**src/rtl/pipe_pkg.sv**
```systemverilog
// Shared definitions for the skid-buffered pipeline stage register.
// State encoding keeps FULL as the only code with bit 1 set.
package pipe_pkg;

  localparam logic [1:0] ST_EMPTY = 2'b00;
  localparam logic [1:0] ST_BUSY  = 2'b01;
  localparam logic [1:0] ST_FULL  = 2'b10;

endpackage

```
**src/rtl/pipe_data_reg.sv**
```systemverilog
// Width-parametrised enable register.
// Synchronous active-high reset loads RESET_VALUE.
module pipe_data_reg #(
  parameter int unsigned DATA_WIDTH = 32,
  parameter logic [DATA_WIDTH-1:0] RESET_VALUE = '0
) (
  input  logic                  clk,
  input  logic                  rst,
  input  logic                  en_i,
  input  logic [DATA_WIDTH-1:0] d_i,
  output logic [DATA_WIDTH-1:0] q_o
);

  logic [DATA_WIDTH-1:0] data_q;

  always_ff @(posedge clk) begin
    if (rst) begin
      data_q <= RESET_VALUE;
    end else if (en_i) begin
      data_q <= d_i;
    end
  end

  assign q_o = data_q;

endmodule

```
**src/rtl/pipe_reg_skid.sv**
```systemverilog
// Pipeline stage register with valid/ready handshake and one-entry skid.
// in_ready is a pure function of the registered state.
module pipe_reg_skid
  import pipe_pkg::*;
#(
  parameter int unsigned DATA_WIDTH = 32,
  parameter logic [DATA_WIDTH-1:0] RESET_VALUE = '0
) (
  input  logic                  clk,
  input  logic                  rst,
  input  logic                  flush,
  input  logic                  in_valid,
  output logic                  in_ready,
  input  logic [DATA_WIDTH-1:0] in_data,
  output logic                  out_valid,
  input  logic                  out_ready,
  output logic [DATA_WIDTH-1:0] out_data
);

  logic [1:0] state_q;
  logic [1:0] state_d;

  logic                  main_en;
  logic                  skid_en;
  logic [DATA_WIDTH-1:0] main_d;
  logic [DATA_WIDTH-1:0] skid_q;

  logic in_fire;
  logic out_fire;

  assign in_ready  = ~state_q[1];
  assign out_valid = (state_q != ST_EMPTY);

  assign in_fire  = in_valid & in_ready;
  assign out_fire = out_valid & out_ready;

  // Draining FULL refills main from the skid entry.
  assign main_d = (state_q == ST_FULL) ? skid_q : in_data;

  always_comb begin
    state_d = state_q;
    main_en = 1'b0;
    skid_en = 1'b0;
    if (flush) begin
      state_d = ST_EMPTY;
    end else begin
      case (state_q)
        ST_EMPTY: begin
          if (in_fire) begin
            state_d = ST_BUSY;
            main_en = 1'b1;
          end
        end
        ST_BUSY: begin
          if (in_fire && out_fire) begin
            main_en = 1'b1;
          end else if (in_fire) begin
            state_d = ST_FULL;
            skid_en = 1'b1;
          end else if (out_fire) begin
            state_d = ST_EMPTY;
          end
        end
        ST_FULL: begin
          if (out_fire) begin
            state_d = ST_BUSY;
            main_en = 1'b1;
          end
        end
        default: begin
          state_d = ST_EMPTY;
        end
      endcase
    end
  end

  always_ff @(posedge clk) begin
    if (rst) begin
      state_q <= ST_EMPTY;
    end else begin
      state_q <= state_d;
    end
  end

  pipe_data_reg #(
    .DATA_WIDTH  (DATA_WIDTH),
    .RESET_VALUE (RESET_VALUE)
  ) u_main (
    .clk  (clk),
    .rst  (rst),
    .en_i (main_en),
    .d_i  (main_d),
    .q_o  (out_data)
  );

  pipe_data_reg #(
    .DATA_WIDTH  (DATA_WIDTH),
    .RESET_VALUE (RESET_VALUE)
  ) u_skid (
    .clk  (clk),
    .rst  (rst),
    .en_i (skid_en),
    .d_i  (in_data),
    .q_o  (skid_q)
  );

endmodule

```
**config.mk**
```make
export PLATFORM = sky130hd
export DESIGN_NAME = pipe_reg_skid
export DESIGN_NICKNAME = d
export VERILOG_FILES = /design/src/rtl/pipe_pkg.sv /design/src/rtl/pipe_data_reg.sv /design/src/rtl/pipe_reg_skid.sv
export SDC_FILE = /design/constraint.sdc
export NUM_CORES = 1
export LEC_CHECK = 0
export BUFFER_PORTS_ARGS = -buffer_cell sky130_fd_sc_hd__buf_2
export CAP_MARGIN = 30
export CORE_UTILIZATION = 52
export DETAILED_ROUTE_END_ITERATION = 6
export GPL_ROUTABILITY_DRIVEN = 0
export PLACE_DENSITY = 0.79
export SETUP_SLACK_MARGIN = 0.1
export SLEW_MARGIN = 5
export SYNTH_ARGS = -nofsm -noshare
export SYNTH_HDL_FRONTEND = slang
export SYNTH_SLANG_ARGS = --single-unit
```
**constraint.sdc**
```tcl
create_clock -name clk -period 1.75 [get_ports clk]
set_input_delay 0.175 -clock clk [delete_from_list [all_inputs] [get_ports clk]]
set_output_delay 0.175 -clock clk [all_outputs]
set_load 0.01 [all_outputs]
```
==> results list <==
- Run status: finished, final reports clean
* Count of buffers from port buffering: 70
- In this run the register-to-register setup slack is 0.19 ns.
- Detailed placement finished with a half-perimeter wire length of 3860 µm.
- # clock sinks: 66
- Summed over all layers, the routed wires come to 6230 µm.
* Endpoint arrival time on the critical path: 1.75 ns
- Endpoint, Worst Hold: u_skid.q_o[17]
- The core region is 5170 µm².
* Post-layout net count: 435
- Once detail routing completed, the nets flagged for antenna violations numbered 0.
- Cell depth of the worst flop-to-flop path: 5
- In this run the deepest clock path goes through 2 buffers.
* Root buffer selected by CTS: sky130_fd_sc_hd__clkbuf_8
* DR vias: 2545
* Cell variety after synth: 20
- For this block, the initial DRC count from the detailed router was 186.
- The clock reaches the later pin of the worst-skew pair after 0.34 ns.
- Across the run, the number of max-cap violations was 0.
- Final critical-path share of the clock period: 0.891
- Classification of the worst-slack hold path: primary input to flop
* Worst vdd rail ir drop: 0.561 mV
* Leading cell type in the layout, fill and taps excluded: sky130_fd_sc_hd__buf_2
- Number of iterations in the first detailed-routing pass: 7
- Initial antenna violation count: 0
* Worst max-slew margin expressed relative to the limit: 0.628
- In this run the count of I/O pins placed on the die edge is 71.
* Wire length of the first global-routing pass: 9800 µm
* Synthesized net count: 375
- STA classifies the critical path endpoint as a flop.
- CP Launch Type: flop
* Area used by multi-input combinational logic: 1360 µm²
- For this configuration, the core starts out at a cell density of 0.545.
* Maximum number of pins on one net before global-route repair: 40
- After detailed routing, the number of remaining DRC violations is 0.
- Post-CTS setup repair buffer count: 0
- Setup violations remaining at the end of the flow were counted as 0.
- Measured on the finished design, the core utilization comes to 0.660.
* Number of warnings reported in the yosys synthesis log: 0
* Overall overflow remaining after global route: 0
- Dividing total power by cell area gives a power density of 906 nW/µm².
- The floorplan has 26 rows.
- A synthesized cell averages 8.33 µm².
- For the pin with the worst max-slew slack, the measured transition is 0.557 ns.
- Clock period minus final worst setup slack: 1.56 ns
* Slew Viols, Final: 0
* Number of endpoints with negative hold slack in the final report: 0
* Count of mapped cells out of synthesis: 338
* Peak fanout along the critical path: 23
- Dividing the detail-routed via count by the number of cells gives 5.39.
- TritonCTS clock tree: done
- Sequential-to-total area share from yosys stat: 0.469
- Critical Path RT: 1.94 ns
- Unrepaired setup endpoints after global routing: false
- Type of the setup path with the least slack: flop to flop
* Post-route clock skew: 0.00713 ns
- FF+latch count, synth: 66
- R2R Path Start: state_q[0]
- Hold Path Origin: in_data[17]
- Summing every instance area after synthesis gives 2820 µm².
- In the final timing run, aggregate negative setup slack is 0 ns.
- Highest achievable clock rate: 641 MHz
- Number of buffers added by the clock tree synthesis step: 9
- The die covers 5710 µm².
- The die is 75.6 µm wide.
- Fill cells in the final layout number 449.
* Footprint of the flip-flops and latches: 1320 µm²
- Compared with the post-synthesis result, the final layout area differs by 21.1%.
- The via count of the first global-routing pass was 2196.
- Number of antenna repair diodes: 0
- Static Leakage: 0.00155 µW
- Clock-pin slew was measured on the worst setup and hold paths at 0.06 ns.
- The H-tree was split into 3 levels.
* Hold Crit Depth: 3
- Layout cell share with drive strength beyond 1: 0.244
- Worst r2r dst: u_skid.q_o[1]
* Commonest cells after routing, fill and taps aside: 70 x sky130_fd_sc_hd__buf_2, 66 x sky130_fd_sc_hd__nand2_1, 66 x sky130_fd_sc_hd__dfxtp_1
- The die is 75.6 µm tall.
* Routed length per placed instance: 13.2 µm
- Global routing usage summed across all routing layers: 0.227
-- synthesized netlist by cell type --
cell type,number,area (µm²)
sky130_fd_sc_hd__nand2b_1,3,18.8
sky130_fd_sc_hd__a21oi_2,1,8.76
sky130_fd_sc_hd__nand2_1,66,248
sky130_fd_sc_hd__or2_2,1,6.26
sky130_fd_sc_hd__and3b_1,1,8.76
sky130_fd_sc_hd__nor3_1,2,10.0
sky130_fd_sc_hd__clkbuf_1,24,90.1
sky130_fd_sc_hd__buf_2,3,15.0
sky130_fd_sc_hd__o21ai_0,27,135
sky130_fd_sc_hd__a2111oi_0,1,8.76
sky130_fd_sc_hd__or3_1,33,206
sky130_fd_sc_hd__o21ai_1,6,30.0
sky130_fd_sc_hd__buf_4,1,7.51
sky130_fd_sc_hd__mux2i_1,32,320
sky130_fd_sc_hd__o2bb2a_1,1,10.0
sky130_fd_sc_hd__nor2b_2,1,8.76
sky130_fd_sc_hd__inv_1,1,3.75
sky130_fd_sc_hd__dfxtp_1,66,1320
sky130_fd_sc_hd__a21oi_1,65,325
sky130_fd_sc_hd__buf_6,3,33.8
-- how the worst max path moves through the flow --
stage | start | end | slack [ns] | cells after the start
after detailed placement | state_q[0] | u_main.q_o[3] | 0.20 | 5
after CTS | state_q[0] | u_main.q_o[4] | 0.13 | 5
after global placement | state_q[1] | u_main.q_o[12] | 0.26 | 5
after global routing | state_q[1] | u_main.q_o[11] | 0.10 | 5
final | state_q[0] | u_skid.q_o[1] | 0.19 | 5
after floorplan | state_q[0] | u_skid.q_o[10] | 0.37 | 6
-- critical path, cell delays in order (launching register included) --
cell	delay, ns
sky130_fd_sc_hd__dfxtp_1	0.39
sky130_fd_sc_hd__nand2b_1	0.18
sky130_fd_sc_hd__or3_1	0.42
sky130_fd_sc_hd__buf_4	0.24
sky130_fd_sc_hd__nand2_1	0.12
sky130_fd_sc_hd__a21oi_1	0.08
-- sequential cells by signal, summed over array words and instances, names as in the netlist --
| name | count |
|---|---|
| state_q | 2 |
| u_skid.q_o | 32 |
| u_main.q_o | 32 |
-- per-layer routing --
metal  up-vias  global-route usage  part of all wire
met5         -                   0                 0
met4         0               0.103             0.019
met3        16              0.0370             0.039
met2        71               0.382              0.49
met1      1171               0.287              0.45
li1       1287                   -                 -
-- cells by family (layout without fill, tap and decap cells) --
family / after synthesis / after routing / synth area share
and+or+nand+nor: 107 / 107 / 0.180
DFF: 66 / 66 / 0.469
AOI/OAI and AO/OA: 101 / 101 / 0.184
muxes: 32 / 32 / 0.114
buffers and inverters: 32 / 96 / 0.0533
-- repair_timing --
item | CTS | global route
gates resized for setup | 0 | 1
endpoints found under the setup margin | 0 | 4
hold buffers | 0 | 0
-- per-stage QoR --
step | cell area (µm²) | power [µW] | cells | setup WS, ns | hold slack, ns
after global routing | 3410 | 3230 | 472 | 0.103 | 0.0847
after global placement | 3220 | 1890 | 457 | 0.260 | 0.414
after detailed placement | 3220 | 1900 | 457 | 0.195 | 0.424
after floorplan | 2820 | 1770 | 338 | 0.367 | 0.267
after CTS | 3410 | 3120 | 472 | 0.134 | 0.0626
final | 3410 | 3090 | 472 | 0.191 | 0.0814
-- power by group --
group	internal, µW	switching (µW)	total (µW)
Clock	685	540	1220
Combinational	129	172	301
Sequential	1550	20.7	1570
-- area by class of cell --
class,instances,share of cell area
sequential,66,0.387
clock inverter,3,0.0117
clock buffer,12,0.0425
inverter,1,0.00110
tap,70,0.0257
timing repair buffer,80,0.133
multi-input combinational,240,0.399
(Power assumes the default switching activity.)
